===== config.mk =====
export PLATFORM = sky130hd
export DESIGN_NAME = truth_table_probe
export DESIGN_NICKNAME = d
export VERILOG_FILES = /design/src/rtl/truth_table_pkg.sv /design/src/rtl/settle_counter.sv /design/src/rtl/truth_table_probe.sv
export SDC_FILE = /design/constraint.sdc
export NUM_CORES = 1
export LEC_CHECK = 0
export CAP_MARGIN = 40
export CELL_PAD_IN_SITES_DETAIL_PLACEMENT = 0
export CELL_PAD_IN_SITES_GLOBAL_PLACEMENT = 2
export CORE_UTILIZATION = 37
export DETAILED_ROUTE_END_ITERATION = 8
export GPL_ROUTABILITY_DRIVEN = 0
export PLACE_DENSITY_LB_ADDON = 0.1
export SLEW_MARGIN = 25
export SYNTH_ARGS = -nofsm -noshare
export SYNTH_HDL_FRONTEND = slang
export SYNTH_SLANG_ARGS = --single-unit

===== constraint.sdc =====
create_clock -name clk -period 3.5 [get_ports clk]
set_clock_uncertainty 0.15 [all_clocks]
set_input_delay 0.525 -clock clk [delete_from_list [all_inputs] [get_ports clk]]
set_output_delay 0.525 -clock clk [all_outputs]
set_load 0.01 [all_outputs]

===== src/rtl/truth_table_pkg.sv =====
// Shared types and row/bit mapping for the truth-table probe and its reference models.
// No logic, no latency, no backpressure.
package truth_table_pkg;

    typedef enum logic [1:0] {
        ST_IDLE,
        ST_SETTLE,
        ST_SAMPLE,
        ST_FINISH
    } state_e;

    localparam int         NUM_ROWS = 8;
    localparam logic [2:0] LAST_ROW = 3'(NUM_ROWS - 1);

    // Row i of the sweep lands in code bit (7 - i): row 0 is the MSB.
    function automatic logic [2:0] row_to_bit(input logic [2:0] i);
        return LAST_ROW - i;
    endfunction

endpackage


===== src/rtl/settle_counter.sv =====
// Loadable settle-window counter; tc is high while the count equals SETTLE_CYCLES-2.
// Latency: load/increment visible the cycle after the edge. Backpressure: none (en gates counting).
module settle_counter #(
    parameter int SETTLE_CYCLES = 4
) (
    input  logic clk,
    input  logic rst_n,
    input  logic load,
    input  logic en,
    output logic tc
);

    localparam int            CW     = (SETTLE_CYCLES > 2) ? $clog2(SETTLE_CYCLES - 1) : 1;
    localparam logic [CW-1:0] TC_VAL = CW'(SETTLE_CYCLES - 2);

    logic [CW-1:0] cnt_q;
    logic [CW-1:0] cnt_d;

    always_comb begin
        cnt_d = cnt_q;
        if (load) begin
            cnt_d = '0;
        end else if (en) begin
            cnt_d = cnt_q + CW'(1);
        end
    end

    always_ff @(posedge clk or negedge rst_n) begin
        if (!rst_n) begin
            cnt_q <= '0;
        end else begin
            cnt_q <= cnt_d;
        end
    end

    assign tc = (cnt_q == TC_VAL);

endmodule


===== src/rtl/truth_table_probe.sv =====
// Sweeps a 3-input block through all 8 rows and packs its output into an 8-bit code (optional TRUTH_TABLE_PROBE_GLITCH_CHECK_EN).
// Latency: done 8*SETTLE_CYCLES+1 edges after start. Backpressure: start ignored while busy; abort cancels.
module truth_table_probe
    import truth_table_pkg::*;
#(
    parameter int SETTLE_CYCLES = 4
) (
    input  logic       clk,
    input  logic       rst_n,
    input  logic       start,
    input  logic       abort,
    input  logic [7:0] expected,
    input  logic       resp,
    output logic [2:0] stim,
    output logic       busy,
    output logic       done,
    output logic [7:0] code,
    output logic       match,
    output logic       unstable
);

    state_e     state_q, state_d;
    logic [2:0] row_q, row_d;
    logic [2:0] stim_q, stim_d;
    logic       busy_q, busy_d;
    logic       done_q, done_d;
    logic [7:0] code_q, code_d;
    logic       match_q, match_d;
    logic [7:0] exp_q, exp_d;
    logic [7:0] shadow_q, shadow_d;
    logic       cnt_load;
    logic       cnt_en;
    logic       cnt_tc;
`ifdef TRUTH_TABLE_PROBE_GLITCH_CHECK_EN
    logic       early_q, early_d;
    logic       sticky_q, sticky_d;
    logic       unstable_q, unstable_d;
`endif

    settle_counter #(
        .SETTLE_CYCLES(SETTLE_CYCLES)
    ) u_settle_counter (
        .clk  (clk),
        .rst_n(rst_n),
        .load (cnt_load),
        .en   (cnt_en),
        .tc   (cnt_tc)
    );

    always_comb begin
        state_d  = state_q;
        row_d    = row_q;
        stim_d   = stim_q;
        busy_d   = busy_q;
        done_d   = 1'b0;
        code_d   = code_q;
        match_d  = match_q;
        exp_d    = exp_q;
        shadow_d = shadow_q;
        cnt_load = 1'b0;
        cnt_en   = 1'b0;
`ifdef TRUTH_TABLE_PROBE_GLITCH_CHECK_EN
        early_d    = early_q;
        sticky_d   = sticky_q;
        unstable_d = unstable_q;
`endif

        case (state_q)
            ST_IDLE: begin
                if (start) begin
                    exp_d    = expected;
                    row_d    = '0;
                    stim_d   = '0;
                    busy_d   = 1'b1;
                    shadow_d = '0;
                    cnt_load = 1'b1;
                    state_d  = ST_SETTLE;
`ifdef TRUTH_TABLE_PROBE_GLITCH_CHECK_EN
                    sticky_d = 1'b0;
`endif
                end
            end
            ST_SETTLE: begin
                if (cnt_tc) begin
                    state_d = ST_SAMPLE;
`ifdef TRUTH_TABLE_PROBE_GLITCH_CHECK_EN
                    early_d = resp;
`endif
                end else begin
                    cnt_en = 1'b1;
                end
            end
            ST_SAMPLE: begin
                shadow_d[row_to_bit(row_q)] = resp;
`ifdef TRUTH_TABLE_PROBE_GLITCH_CHECK_EN
                sticky_d = sticky_q | (resp != early_q);
`endif
                if (row_q == LAST_ROW) begin
                    // Publish on this edge so done/code/match are registered in the FINISH cycle.
                    code_d  = shadow_d;
                    match_d = (shadow_d == exp_q);
                    done_d  = 1'b1;
                    busy_d  = 1'b0;
                    stim_d  = '0;
                    state_d = ST_FINISH;
`ifdef TRUTH_TABLE_PROBE_GLITCH_CHECK_EN
                    unstable_d = sticky_d;
`endif
                end else begin
                    row_d    = row_q + 3'd1;
                    stim_d   = row_q + 3'd1;
                    cnt_load = 1'b1;
                    state_d  = ST_SETTLE;
                end
            end
            ST_FINISH: begin
                state_d = ST_IDLE;
            end
            default: begin
                state_d = ST_IDLE;
            end
        endcase

        // Abort wins over everything, including the final SAMPLE publish.
        if (abort && (state_q != ST_IDLE)) begin
            state_d = ST_IDLE;
            stim_d  = '0;
            busy_d  = 1'b0;
            done_d  = 1'b0;
            code_d  = code_q;
            match_d = match_q;
`ifdef TRUTH_TABLE_PROBE_GLITCH_CHECK_EN
            unstable_d = unstable_q;
`endif
        end
    end

    always_ff @(posedge clk or negedge rst_n) begin
        if (!rst_n) begin
            state_q  <= ST_IDLE;
            row_q    <= '0;
            stim_q   <= '0;
            busy_q   <= 1'b0;
            done_q   <= 1'b0;
            code_q   <= '0;
            match_q  <= 1'b0;
            exp_q    <= '0;
            shadow_q <= '0;
        end else begin
            state_q  <= state_d;
            row_q    <= row_d;
            stim_q   <= stim_d;
            busy_q   <= busy_d;
            done_q   <= done_d;
            code_q   <= code_d;
            match_q  <= match_d;
            exp_q    <= exp_d;
            shadow_q <= shadow_d;
        end
    end

`ifdef TRUTH_TABLE_PROBE_GLITCH_CHECK_EN
    always_ff @(posedge clk or negedge rst_n) begin
        if (!rst_n) begin
            early_q    <= 1'b0;
            sticky_q   <= 1'b0;
            unstable_q <= 1'b0;
        end else begin
            early_q    <= early_d;
            sticky_q   <= sticky_d;
            unstable_q <= unstable_d;
        end
    end

    assign unstable = unstable_q;
`else
    assign unstable = 1'b0;
`endif

    assign stim  = stim_q;
    assign busy  = busy_q;
    assign done  = done_q;
    assign code  = code_q;
    assign match = match_q;

endmodule


==> key figures <==
STA
  – Rel. slew slack: 60.4%
  – Least-Margin Pin Slew: 0.595 ns
  – RSZ-0062 raised after global routing: false
  – Achievable Freq: 440 MHz
  – Slew Limit Fails: 0
  – Fin crit period: 2.27 ns
  – Final Hold Fails: 0
  – Final setup margin: 1.23 ns
  – Tcrit/Tclk final: 65.0%
  – Final setup TNS: 0 ns
  – Final setup viols: 0
  – Hold WS: 0.327 ns

Place
  – Hpwl dp: 3010 um
  – Placed inst area: 2200 sq um
  – IO buf count: 26
  – Placed cells: 268
  – DP Worst Slack: 0.923 ns

Drt
  – Metal3 WL: 193 um
  – Drt pass-1 iters: 4
  – Post-route ant nets: 0
  – Routed met2 length: 1850 um
  – DR top layer: met4
  – Met1 wire length: 2080 um
  – Drt wl/cell: 15.0 um
  – Drt first-iter violations: 89
  – Detailed-route wire length: 4140 um
  – DR vias/cell: 5.25
  – Vias: 1448
  – DRC Markers: 0

Worst setup path
  – Worst path arrival time: 2.29 ns
  – Crit path kind: in -> reg
  – Type of origin of the critical path: input port
  – R2R depth: 4
  – Cells along the critical path: clkdlybuf4s50_1 -> or3b_4 -> or2_1 -> mux2_4
  – Req. time, crit path: 3.52 ns
  – Critical Path Fanout Max: 14
  – Reg2reg end: match$_DFFE_PN0P_
  – Reg-to-Reg Start: row_q[0]$_DFFE_PN0P_
  – Critical Path Sink Type: register
  – Slowest stage delay, CP: 0.50 ns
  – CP max stage cell: clkdlybuf4s50_1
  – R2r setup slk: 1.39 ns

Job
  – Max cap viols: 0

Synth
  – Post-synth top cells: 36 x dfrtp_1, 13 x inv_1, 12 x nor2_1, 11 x nand2_1, 11 x o21ai_0
  – Flops & latches, synth: 36
  – Area share of the largest cell type after synthesis: 46.5%
  – Synth Instances: 184
  – Post-Syn Nets: 200
  – Top cells by area, synth: dfrtp_1 46%, mux2_2 4.1%, buf_6 3.5%, mux2i_1 3.1%, o21ai_0 2.8%
  – Async set-reset flop share out of synthesis: 100%
  – Area leader, netlist: dfrtp_1
  – Synth cell types: 48
  – Ys Warns: 0
  – Post-synth EDFFs: 0
  – Syn_area_per_cell: 10.5 sq um
  – Seq/Total Area, Yosys: 46.5%
  – Count leader, synth: dfrtp_1
  – Synth Cell Area: 1940 sq um
  – Primary FF master, synth: dfrtp_1

Clocking
  – Clock sinks: 36
  – Post-CTS sizing: 0
  – Worst skew pair latency: 0.28 ns
  – H-tree levels: 2
  – Setup Fix Bufs, Post-CTS: 0
  – Clock-pin slew on the worst setup and hold paths: 0.07 ns
  – CTS tree: yes
  – Clock buffer depth: 2
  – Hold-fix buffers at CTS: 0
  – Clock buffers created by TritonCTS: 5
  – CTS Root Cell: clkbuf_8

Floorplan
  – Die height: 74.4 um
  – Starting Density: 39.7%
  – Die Wd: 74.4 um
  – Core Area: 4880 sq um
  – # rows: 25
  – Num ports: 28
  – DIE AREA: 5540 sq um

Finish
  – Fillers: 466
  – Diode count: 0
  – Share of layout cells above drive strength 1: 14.4%
  – Fin area: 2330 sq um
  – Nets: 224
  – Final Non-Filler Cells: 276
  – Area growth syn-to-layout: 20.1%

Pwr
  – PwrDens: 554 nW/um^2
  – Leak pwr: 1.01 nW
  – Switching share of power: 30.1%
  – Logic gate share of total power: 25.1%
  – Sw power: 389 uW
  – Sequential share of power: 44.0%
  – Peak supply drop: 333 uV
  – P_int: 902 uW
  – Clk pwr share: 30.9%

Hold path
  – WHS Path Cells: 2
  – HP Start: code[2]$_DFFE_PN0P_
  – Hold WC Path Type: reg -> reg
  – Hold Path Sink: code[2]$_DFFE_PN0P_

Global route
  – Overflow after GRT: 0
  – Global Route Usage Sum: 16.7%
  – Antenna violations before repair: 0
  – Largest net degree at the start of global routing: 37
  – Vias in the first global route: 1337
  – First-pass GRT wire length: 6830 um

Status
  – Outcome: finished, final reports clean
## area by class of cell
cell class                      instances  area [sq um]  share of cell area [%]
Clock buffer                            7          96.3                    4.14
Timing Repair Buffer                   28           275                    11.8
Tap cell                               67          83.8                    3.60
Multi-Input combinational cell        124           895                    38.4
Sequential cell                        36           901                    38.7
Inverter                               13          48.8                    2.09
Clock inverter                          1          30.0                    1.29
## critical path, delay by kind of cell
family	cells	cell delay, ns
and+or+nand+nor	2	0.89
muxes	1	0.37
buffers and inverters	1	0.50
## logic make-up (layout without fill, tap and decap cells)
| logic type | after synthesis | count (layout) | share of synthesized area, % |
|---|---|---|---|
| AO/OA/AOI/OAI | 47 | 47 | 17.0 |
| XOR/XNOR | 5 | 5 | 2.26 |
| adder cells (fa/ha/maj) | 3 | 3 | 1.94 |
| buffers and inverters | 24 | 49 | 7.42 |
| flip-flops | 36 | 36 | 46.5 |
| multiplexers | 16 | 16 | 9.48 |
| other | 1 | 1 | 0.193 |
| AND/OR/NAND/NOR | 52 | 52 | 15.2 |
## worst max path at each step
stage | startpoint | endpoint | slack, ns | cells after the start
6_report | abort | code[3]$_DFFE_PN0P_ | 1.23 | 4
5_1_grt | abort | code[3]$_DFFE_PN0P_ | 1.17 | 4
4_1_cts | abort | code[3]$_DFFE_PN0P_ | 1.23 | 4
3_5_place_dp | abort | code[3]$_DFFE_PN0P_ | 0.92 | 4
3_3_place_gp | abort | code[3]$_DFFE_PN0P_ | 0.96 | 4
2_1_floorplan | abort | code[3]$_DFFE_PN0P_ | 1.69 | 4
## sequential cells by signal, summed over array words and instances, names as in the netlist, 2 cells and up
name,count
state_q,2
stim,3
u_settle_counter.cnt_q,2
shadow_q,7
code,8
row_q,3
exp_q,8
## power by group through the flow
stage,registers (mW),logic [mW],clock network (mW)
after detailed placement,0.578,0.323,0
after global placement,0.576,0.319,0
after floorplan,0.540,0.265,0
after CTS,0.570,0.326,0.412
final,0.569,0.324,0.399
after global routing,0.581,0.363,0.427
## routing by layer
metal / up-vias / track usage [%]
li1: 707 / -
met1: 696 / 25.0
met2: 43 / 23.2
met3: 2 / 4.47
met4: 0 / 5.66
met5: - / 0
## stage by stage
step / total power [mW] / utilization (%)
detailed placement: 0.902 / 45.2
global route: 1.37 / 47.7
CTS: 1.31 / 47.7
floorplan: 0.805 / -
global placement: 0.894 / 45.2
finish: 1.29 / 47.7
## layout by cell type, fill, tap and decap left out, drive strengths merged, types with 2 or more instances in the layout
| master | netlist | layout |
|---|---|---|
| a21oi | 8 | 8 |
| a22o | 3 | 3 |
| a22oi | 2 | 2 |
| a32o | 2 | 2 |
| and2b | 2 | 2 |
| buf | 9 | 2 |
| clkbuf | 2 | 7 |
| clkdlybuf4s50 | 0 | 26 |
| dfrtp | 36 | 36 |
| ha | 3 | 3 |
| inv | 13 | 13 |
| mux2 | 10 | 10 |
| mux2i | 6 | 6 |
| nand2 | 11 | 11 |
| nand2b | 3 | 3 |
| nand3 | 3 | 3 |
| nand3b | 3 | 3 |
| nor2 | 12 | 12 |
| nor3 | 2 | 2 |
| nor3b | 5 | 5 |
| o21ai | 16 | 16 |
| o221ai | 2 | 2 |
| o22ai | 5 | 5 |
| o32ai | 3 | 3 |
| or2 | 2 | 2 |
| or3b | 4 | 4 |
| xnor2 | 3 | 3 |
| xor2 | 2 | 2 |
No activity file was read; power rests on OpenSTA's default activity.
